## src/rtl/dpb_led_sequencer.sv

```systemverilog
// Fill-then-playback controller for the dual-port block RAM LED counter demo.
// Port A fills the RAM with an incrementing pattern after `start`, then
// serves host pattern patches while port B plays the words back onto the
// active-low LEDs, one word per TICK_DIV clock cycles.
//
// Optional build macro: PLAY_PINGPONG_EN -- playback bounces 0..max..0
// instead of wrapping, and frame_done marks both end addresses.
//
// Ports:
//   clk, resetn                 clock, synchronous active-low reset
//   start                       pulse: (re)start fill, then play
//   host_wr_valid/addr/data     host patch request (accepted in PLAY)
//   host_wr_ready               high in PLAY
//   ram_cea/wrea/ada/dina       RAM port A (fill writes, host writes)
//   ram_ceb/oceb/adb, ram_doutb RAM port B (playback reads)
//   led                         LED drive, active-low
//   playing                     high in PLAY
//   frame_done                  pulse when an end-of-frame word is displayed
module dpb_led_sequencer #(
  parameter int unsigned ADDR_W   = 4,
  parameter int unsigned DATA_W   = 6,
  parameter int unsigned TICK_DIV = 27000000,
  parameter int unsigned READ_LAT = 1
) (
  input  logic              clk,
  input  logic              resetn,
  input  logic              start,
  input  logic              host_wr_valid,
  input  logic [ADDR_W-1:0] host_wr_addr,
  input  logic [DATA_W-1:0] host_wr_data,
  output logic              host_wr_ready,
  output logic              ram_cea,
  output logic              ram_wrea,
  output logic [ADDR_W-1:0] ram_ada,
  output logic [DATA_W-1:0] ram_dina,
  output logic              ram_ceb,
  output logic              ram_oceb,
  output logic [ADDR_W-1:0] ram_adb,
  input  logic [DATA_W-1:0] ram_doutb,
  output logic [DATA_W-1:0] led,
  output logic              playing,
  output logic              frame_done
);

  localparam int unsigned TICK_W = (TICK_DIV > 1) ? $clog2(TICK_DIV) : 1;
  localparam logic [TICK_W-1:0] TICK_LAST = TICK_W'(TICK_DIV - 1);
  localparam logic [ADDR_W-1:0] ADDR_MAX  = '1;

  typedef enum logic [1:0] {ST_IDLE, ST_FILL, ST_PLAY} state_e;

  state_e              state_q, state_d;
  logic [ADDR_W-1:0]   fill_addr_q, fill_addr_d;
  logic [ADDR_W-1:0]   play_addr_q, play_addr_d;
  logic [TICK_W-1:0]   tick_q, tick_d;
  logic [READ_LAT-1:0] vld_q, vld_d;
  logic [READ_LAT-1:0] end_q, end_d;
  logic                cea_q, cea_d;
  logic [ADDR_W-1:0]   ada_q, ada_d;
  logic [DATA_W-1:0]   dina_q, dina_d;
  logic                ceb_q, ceb_d;
  logic                rd_end_q, rd_end_d;
  logic [ADDR_W-1:0]   adb_q, adb_d;
  logic [DATA_W-1:0]   led_q, led_d;
  logic                playing_q, playing_d;
  logic                frame_done_q, frame_done_d;
  logic                ready_q, ready_d;
  logic                enter_fill, issue_rd;
  logic                host_fire_c, rd_end_c;
  logic [ADDR_W-1:0]   next_addr_c;
`ifdef PLAY_PINGPONG_EN
  logic                dir_down_q, dir_down_d, next_dir_c;
  logic                first_q, first_d;
`endif

  // Address following play_addr_q, and whether play_addr_q ends a frame.
  always_comb begin
    next_addr_c = play_addr_q + ADDR_W'(1);
`ifdef PLAY_PINGPONG_EN
    next_dir_c = dir_down_q;
    if (!dir_down_q && play_addr_q == ADDR_MAX) begin
      next_addr_c = play_addr_q - ADDR_W'(1);
      next_dir_c  = 1'b1;
    end else if (dir_down_q && play_addr_q == '0) begin
      next_addr_c = ADDR_W'(1);
      next_dir_c  = 1'b0;
    end else if (dir_down_q) begin
      next_addr_c = play_addr_q - ADDR_W'(1);
    end
    // The opening display of address 0 does not close a frame.
    rd_end_c = (play_addr_q == ADDR_MAX) || (play_addr_q == '0 && !first_q);
`else
    rd_end_c = (play_addr_q == ADDR_MAX);
`endif
  end

  // Next-state and registered-output logic. Outputs are computed for the
  // state being entered so they line up with state_q.
  always_comb begin
    state_d      = state_q;
    fill_addr_d  = fill_addr_q;
    play_addr_d  = play_addr_q;
    tick_d       = tick_q;
    vld_d        = '0;
    end_d        = '0;
    cea_d        = 1'b0;
    ada_d        = '0;
    dina_d       = '0;
    ceb_d        = 1'b0;
    rd_end_d     = 1'b0;
    adb_d        = adb_q;
    led_d        = led_q;
    playing_d    = 1'b0;
    frame_done_d = 1'b0;
    ready_d      = 1'b0;
    enter_fill   = 1'b0;
    issue_rd     = 1'b0;
`ifdef PLAY_PINGPONG_EN
    dir_down_d   = dir_down_q;
    first_d      = first_q;
`endif

    unique case (state_q)
      ST_IDLE: begin
        if (start) enter_fill = 1'b1;
      end
      ST_FILL: begin
        if (fill_addr_q == ADDR_MAX) begin
          state_d   = ST_PLAY;
          tick_d    = '0;
          playing_d = 1'b1;
          ready_d   = 1'b1;
          issue_rd  = 1'b1;
        end else begin
          fill_addr_d = fill_addr_q + ADDR_W'(1);
          cea_d       = 1'b1;
          ada_d       = fill_addr_d;
          dina_d      = DATA_W'(fill_addr_d);
        end
      end
      ST_PLAY: begin
        if (start) begin
          // Restart drops in-flight reads; led keeps its last word.
          enter_fill = 1'b1;
        end else begin
          playing_d = 1'b1;
          ready_d   = 1'b1;
          vld_d[0]  = ceb_q;
          end_d[0]  = rd_end_q;
          for (int i = 1; i < int'(READ_LAT); i++) begin
            vld_d[i] = vld_q[i-1];
            end_d[i] = end_q[i-1];
          end
          if (vld_q[READ_LAT-1]) begin
            led_d        = ~ram_doutb;
            frame_done_d = end_q[READ_LAT-1];
          end
          if (tick_q == TICK_LAST) begin
            tick_d   = '0;
            issue_rd = 1'b1;
          end else begin
            tick_d = tick_q + TICK_W'(1);
          end
        end
      end
      default: state_d = ST_IDLE;
    endcase

    // Begin a fresh fill: first write of address 0 goes out next cycle.
    if (enter_fill) begin
      state_d     = ST_FILL;
      fill_addr_d = '0;
      play_addr_d = '0;
      tick_d      = '0;
      cea_d       = 1'b1;
      ada_d       = '0;
      dina_d      = '0;
`ifdef PLAY_PINGPONG_EN
      dir_down_d  = 1'b0;
      first_d     = 1'b1;
`endif
    end

    // One-cycle port B read strobe for the current play address.
    if (issue_rd) begin
      ceb_d       = 1'b1;
      adb_d       = play_addr_q;
      rd_end_d    = rd_end_c;
      play_addr_d = next_addr_c;
`ifdef PLAY_PINGPONG_EN
      dir_down_d  = next_dir_c;
      first_d     = 1'b0;
`endif
    end
  end

  always_ff @(posedge clk) begin
    if (!resetn) begin
      state_q      <= ST_IDLE;
      fill_addr_q  <= '0;
      play_addr_q  <= '0;
      tick_q       <= '0;
      vld_q        <= '0;
      end_q        <= '0;
      cea_q        <= 1'b0;
      ada_q        <= '0;
      dina_q       <= '0;
      ceb_q        <= 1'b0;
      rd_end_q     <= 1'b0;
      adb_q        <= '0;
      led_q        <= '1;
      playing_q    <= 1'b0;
      frame_done_q <= 1'b0;
      ready_q      <= 1'b0;
`ifdef PLAY_PINGPONG_EN
      dir_down_q   <= 1'b0;
      first_q      <= 1'b0;
`endif
    end else begin
      state_q      <= state_d;
      fill_addr_q  <= fill_addr_d;
      play_addr_q  <= play_addr_d;
      tick_q       <= tick_d;
      vld_q        <= vld_d;
      end_q        <= end_d;
      cea_q        <= cea_d;
      ada_q        <= ada_d;
      dina_q       <= dina_d;
      ceb_q        <= ceb_d;
      rd_end_q     <= rd_end_d;
      adb_q        <= adb_d;
      led_q        <= led_d;
      playing_q    <= playing_d;
      frame_done_q <= frame_done_d;
      ready_q      <= ready_d;
`ifdef PLAY_PINGPONG_EN
      dir_down_q   <= dir_down_d;
      first_q      <= first_d;
`endif
    end
  end

  // Host writes reach port A in the handshake cycle itself.
  assign host_fire_c   = host_wr_valid & ready_q;
  assign host_wr_ready = ready_q;
  assign ram_cea       = cea_q | host_fire_c;
  assign ram_wrea      = cea_q | host_fire_c;
  assign ram_ada       = host_fire_c ? host_wr_addr : ada_q;
  assign ram_dina      = host_fire_c ? host_wr_data : dina_q;
  assign ram_ceb       = ceb_q;
  assign ram_oceb      = 1'b1;
  assign ram_adb       = adb_q;
  assign led           = led_q;
  assign playing       = playing_q;
  assign frame_done    = frame_done_q;

endmodule

```

## config.mk

```make
export PLATFORM = sky130hd
export DESIGN_NAME = dpb_led_sequencer
export DESIGN_NICKNAME = d
export VERILOG_FILES = /design/src/rtl/dpb_led_sequencer.sv
export SDC_FILE = /design/constraint.sdc
export NUM_CORES = 1
export LEC_CHECK = 0
export BUFFER_PORTS_ARGS = -buffer_cell sky130_fd_sc_hd__buf_4
export CORE_AREA = 4 4 58 100
export CTS_CLUSTER_DIAMETER = 80
export DETAILED_ROUTE_END_ITERATION = 16
export DIE_AREA = 0 0 62 104
export PLACE_DENSITY_LB_ADDON = 0.1
export SKIP_CTS_REPAIR_TIMING = 1
export SYNTH_ARGS = -nofsm -noshare
export SYNTH_HDL_FRONTEND = slang
export SYNTH_SLANG_ARGS = --single-unit
```

## constraint.sdc

```tcl
create_clock -name clk -period 2.6 [get_ports clk]
set_input_delay 0.39 -clock clk [delete_from_list [all_inputs] [get_ports clk]]
set_output_delay 0.39 -clock clk [all_outputs]
set_load 0.05 [all_outputs]
```

* Word level (Yosys, flattened, before mapping)
Index checks and enable logic that the tools add are counted.
** Storage, ports and cells
- Bits of input ports :: 20
- Register bits :: 58
- Output and inout port bits :: 27
- Logic and storage cells :: 76
** Operators by class
- Equal/unequal tests :: 9
- Muxes and demuxes :: 23
- Reductions and logical operators :: 15
- Bitwise logic cells :: 10
- $add $sub $neg :: 3
** Operators by type and width (count)
- 25-bit 2-to-1 mux :: 3
- 25-bit case mux with 2 select lines :: 1
- 25-bit by 1-bit adder with 25-bit output (second input constant) :: 1
- 25-bit == test (second input constant) :: 1
- 4-bit 2-to-1 mux :: 3
- 1-bit 2-to-1 mux :: 11
- 4-bit by 1-bit adder with 4-bit output (second input constant) :: 2
- 4-bit == test (second input constant) :: 2
- 2-bit AND reduction :: 4
- 4-bit OR reduction :: 2
- 1-bit inverter :: 7
- 6-bit 2-to-1 mux :: 1
- 6-bit inverter :: 1
- 3-bit AND reduction :: 2
- 3-bit OR reduction :: 2
- 2-bit inequality test (second input constant) :: 2
- 1-bit case mux with 2 select lines :: 2
- 2-bit case mux with 2 select lines :: 1
- 2-bit nonzero test :: 2
- 2-bit OR reduction :: 2
- 3-bit inequality test (second input constant) :: 1
- 2-bit by 1-bit == test with 1-bit output (second input constant) :: 1
- 2-bit == test (second input constant) :: 1
- 2-bit zero test :: 1
- other kinds (4) :: 4

* Longest topological paths before layout
- Depth in word-level cells :: 5
- Depth in mapped cells :: 9
- Gate-level depth less buffers :: 7

* Worst setup path after synthesis
Ideal clock, no wire load.
- Path kind :: register to register
- Start :: register tick_q[19]
- End :: register tick_q[22]
- Path buffers :: 2
- Data arrival time :: 1.974 ns
- Required time :: 2.485 ns
- Clock period less this slack :: 2.088 ns
- Slack :: 0.512 ns
- Library setup time :: 0.115 ns
- Stages on the path, launching flop included :: 8
- Cells stage by stage :: dfxtp_1 -> buf_4 -> or4b_1 -> or4_4 -> o21a_4 -> o21ai_4 -> buf_6 -> nor2_1
** On the way
- Word-level cells in the longest chain between the ends :: 4
- Elaborated cells between the ends (all ways) :: 5
- Classes of those cells :: add/sub (1); eq/ne (1); mux (3)
** Ends and longest elaborated chain
- start, declared :: line 54 : logic [TICK_W-1:0] tick_q, tick_d;
- start signal, assigned :: line 222 : tick_q <= tick_d;
- 25-bit by 1-bit adder with 25-bit output / 25-bit == test (equally long branches) :: line 161, 157
- 25-bit 2-to-1 mux (*) :: line 157 : if (tick_q == TICK_LAST) begin
- 25-bit 2-to-1 mux (*) :: line 141 : if (start) begin
- 25-bit case mux with 2 select lines (*) :: line 122 : unique case (state_q)
Every way passes the cells marked *; elsewhere a longest branch is shown, timed or not. The select of a mux whose other input is x is not followed.
A chain may end at the register's enable or synchronous reset.

* Worst setup path after layout
- Start :: register tick_q[9]
- End :: register play_addr_q[3]
** On the way
- Word-level cells in the longest chain between the ends :: 5
- Elaborated cells between the ends (all ways) :: 6
- Classes of those cells :: eq/ne (1); mux (4); reduce/logical (1)
** Ends and longest elaborated chain
- 25-bit == test (*) :: line 157
- 1-bit 2-to-1 mux (*) :: line 157
- 1-bit 2-to-1 mux (*) :: line 141
- 1-bit case mux with 2 select lines (*) :: line 122
- 4-bit 2-to-1 mux / 2-bit nonzero test (equally long branches)
- end signal, assigned :: line 221 : play_addr_q <= play_addr_d;
- end, declared :: line 53 : logic [ADDR_W-1:0] play_addr_q, play_addr_d;
Every way passes the cells marked *; elsewhere a longest branch is shown, timed or not.

==> summary.md <==
The flow ran to the end, and the final reports show no timing, DRC or antenna violations. Hold is met by 0.286 ns. The most area-hungry cell type in the Yosys netlist is sky130_fd_sc_hd__dfxtp_1. The signed area change from the synthesized netlist to the final layout is 18.0%. For the total routing usage reported by global routing, the log shows 0.194.

The most instantiated library cell after synthesis was sky130_fd_sc_hd__nand2_1. The met2 capacity usage during global routing was 0.329; the number of enable-type register cells in the synthesized netlist was 0. For the worst setup path, the data arrival time is 2.54 ns. The core region is 4980 um^2. The run gives 455 uV as the peak supply drop. The worst setup path is captured at a register. The clock arrives with 0.00468 ns of skew. The quantity of I/O buffers inserted on ports is 45, and the final critical-path share of the clock period is 0.896. After detailed routing, the average wire length per cell comes to 14.3 um.

In this run, the number of DRC markers left after iteration 0 of detailed routing was 65. The number of nets handed over by synthesis was 347. The initial antenna violation count is 0, and the required time at the endpoint of the critical path is 2.81 ns. Worst reg-to-reg setup slack: 0.27 ns. The global routing stage identified its most utilized layer as met2.

Counting cells, the worst reg-to-reg path comes to 5. The via count of the first global-routing pass is 2286, and the final count of negative-setup-slack endpoints is 0. For the netlist area before placement, the log shows 2670 um^2. The number of failing hold endpoints at the final stage is 0, and the clock insertion delay at the later pin of the skew report is 0.31 ns. In this run the worst setup path begins at tick_q[9]. The estimated wirelength of the detail-placed design is 4570 um. The final net count was 388. The run gives 5 as the CTS buffer count. Leaving out filler cells and counting taps, the final layout contains 417.

Wires add up to 5950 um. The worst slew margin relative to its limit was 0.483. For this design, the slowest cell found on the critical path is sky130_fd_sc_hd__or4bb_1. Summed over all cells, the static leakage comes to 0.00120 uW. Once placement completed, the tool counted placed cells totaling 409. The ratio of total power to cell area works out to 496 nW/um^2. CTS saw 56 sinks. The run gives 0.211 as the global-route track usage on met1. The pin count of the biggest net entering global routing is 24, and the routed via count divided by cell count is 5.84.

The overall overflow remaining after global route was 0; the routability congestion estimate was 0.893. The fraction of layout instances using a drive strength above 1 works out to 0.176. Setup repair after global routing left no endpoint under its margin. The tools report the pre-CTS setup slack as 0.286 ns. In this run the vertical extent of the chip is 104 um.

The critical path goes through or4bb_1 -> nor4_1 -> a21oi_1 -> nand2b_1 -> a311o_1. In this run the critical register-to-register path is launched from tick_q[9]. After synthesis, the mean cell area works out to 8.32 um^2.

TritonCTS built the clock tree. Adding up every negative setup slack in the final design gives 0 ns. Final period demand of the worst path: 2.33 ns. After layout, the worst setup slack is 0.269 ns.

CTS built an H-tree with a depth of 2. CTS placed an instance of sky130_fd_sc_hd__clkbuf_8 at the clock tree root. Synthesis handed over a netlist of 321 instances. The slew of the pin with the lowest slew margin is 0.775 ns, and the initial core utilization is 0.536. The fraction of registers with async set/reset came out at 0. Counting flops and latches in the post-synthesis netlist gives 56. By area the synthesized netlist is led by sky130_fd_sc_hd__dfxtp_1 (42%), sky130_fd_sc_hd__nand2_1 (8.0%), sky130_fd_sc_hd__xnor2_1 (4.6%).

The end of the worst register-to-register path is play_addr_q[3]. After filler insertion, the fill cell instance count of the layout stands at 466. The tools report the end point of the critical path as play_addr_q[3]. The number of detailed-route iterations in the first pass is 4, and the maximum buffer depth of the clock tree is 2. The synthesized netlist contains 45 unique library cells. The worst min-delay path startpoint is ram_doutb[2].

Clock-pin slew was measured on the worst setup and hold paths at 0.10 ns. The max-slew violation count was 0; the sequential fraction of the synthesis area was 0.420. The worst setup path is of the reg -> reg kind. The number of buffer and inverter stages on the critical path is 0, and the sum of internal, switching and leakage power is 1560 uW. The top flip-flop cell by instance count after synthesis was sky130_fd_sc_hd__dfxtp_1. In this run the number of cells on the critical path is 5.

In this run the remaining antenna-violating nets after routing total 0. The maximum fanout along the worst path was 7. The run gives 0 as the number of remaining DRC errors. Derived from the worst setup path, the maximum achievable clock frequency is 429 MHz. The final route contains 2434 vias.

The delay of the slowest cell on the worst path was 0.54 ns. Max-cap violations in this run came to 0. The worst setup path is launched from a register. The worst hold path belongs to the class in -> reg. The die covers 6450 um^2. The number of antenna diodes in the final layout is 0. The global routing usage on met3 is 0.0348, and the proportion of netlist area held by the largest area contributor is 0.420. The gate family responsible for the most delay along the worst path is simple AND/OR/NAND/NOR gates.

The run gives 0 as the number of warnings reported in the yosys synthesis log. Sorting the synthesized cells by how often they occur yields sky130_fd_sc_hd__nand2_1 (57), sky130_fd_sc_hd__dfxtp_1 (56), sky130_fd_sc_hd__nor2_1 (28), sky130_fd_sc_hd__nand3_1 (23), sky130_fd_sc_hd__nor3_1 (16). In this run the count of I/O pins placed on the die edge is 47.

In this run the core area contains 34 standard-cell rows. The first global-routing pass estimated 9830 um of wire. The die span in x works out to 62 um.
-- worst reg2reg max path, cell delays in order, from the launching register on --
cell and delay, ns:
sky130_fd_sc_hd__dfxtp_1 0.39, sky130_fd_sc_hd__or4bb_1 0.54, sky130_fd_sc_hd__nor4_1 0.41, sky130_fd_sc_hd__a21oi_1 0.25, sky130_fd_sc_hd__nand2b_1 0.27, sky130_fd_sc_hd__a311o_1 0.37
-- layer usage --
layer | vias to the layer above | wire, um
met2 | 85 | 3080
met5 | - | 0
met3 | 21 | 368
met1 | 1113 | 2280
met4 | 0 | 221
li1 | 1215 | -
-- area by class of cell --
type | instances | area [um^2] | area share
clock buffer | 6 | 82.6 | 0.0262
clock inverter | 2 | 38.8 | 0.0123
inverter | 4 | 15.0 | 0.00476
multi-input combinational | 245 | 1450 | 0.460
sequential | 56 | 1120 | 0.356
tap | 54 | 67.6 | 0.0214
timing repair buffer | 50 | 375 | 0.119
-- worst min-delay path by stage --
stage / endpoint / slack, ns / cells after the start
floorplan: end_q / 0.44 / 1
global placement: ram_adb[1] / 0.45 / 2
detailed placement: ram_adb[3] / 0.45 / 2
CTS: led[2] / 0.28 / 2
global route: led[4] / 0.27 / 2
finish: led[2] / 0.29 / 2
-- layout by cell type (no fill, tap or decap), types with 4 or more instances in the layout --
cell	netlist	final
sky130_fd_sc_hd__mux2i_1	6	6
sky130_fd_sc_hd__a21oi_1	7	7
sky130_fd_sc_hd__inv_1	4	4
sky130_fd_sc_hd__clkbuf_8	0	6
sky130_fd_sc_hd__dfxtp_1	56	56
sky130_fd_sc_hd__nor2_1	28	28
sky130_fd_sc_hd__ha_1	6	6
sky130_fd_sc_hd__a31oi_1	6	6
sky130_fd_sc_hd__nor3_1	16	16
sky130_fd_sc_hd__nand2b_1	5	5
sky130_fd_sc_hd__o211ai_1	7	7
sky130_fd_sc_hd__and3_1	7	7
sky130_fd_sc_hd__nand3_1	23	23
sky130_fd_sc_hd__buf_4	4	50
sky130_fd_sc_hd__nand4_1	6	6
sky130_fd_sc_hd__xnor2_1	14	14
sky130_fd_sc_hd__nand2_1	57	57
sky130_fd_sc_hd__o21ai_0	5	5
sky130_fd_sc_hd__nor4_1	9	9
sky130_fd_sc_hd__and4_1	5	5
-- cell families (layout without fill, tap and decap cells) --
family / Yosys count / in the layout / synth area share
AND/OR/NAND/NOR: 172 / 172 / 0.318
buffers and inverters: 20 / 62 / 0.0365
adder cells (fa/ha/maj): 6 / 6 / 0.0281
XOR/XNOR: 17 / 17 / 0.0558
AO/OA/AOI/OAI: 43 / 43 / 0.118
multiplexers: 6 / 6 / 0.0225
flip-flops: 56 / 56 / 0.420
other: 1 / 1 / 0.00140
-- where the power goes --
group / leakage [uW] / total [uW] / switching, uW / internal, uW
Combinational: 0.000690 / 103 / 65.2 / 37.8
Sequential: 0.000452 / 866 / 3.28 / 862
Clock: 0.0000614 / 595 / 280 / 315
Total: 0.00120 / 1560 / 348 / 1220
-- through the flow --
stage | cell area (um^2) | utilization
after CTS | 3150 | 0.633
after floorplan | 2670 | -
final | 3150 | 0.633
after detailed placement | 3030 | 0.609
after global routing | 3150 | 0.633
after global placement | 3030 | 0.609
-- flip-flops by register name, indices dropped and copies added, names as in the netlist --
name / count
led: 6
ram_adb: 4
rd_end_q: 1
dina_q: 4
state_q: 2
fill_addr_q: 4
frame_done: 1
play_addr_q: 4
host_wr_ready: 1
end_q: 1
vld_q: 1
cea_q: 1
tick_q: 25
ram_ceb: 1
No activity file was read; power rests on OpenSTA's default activity.
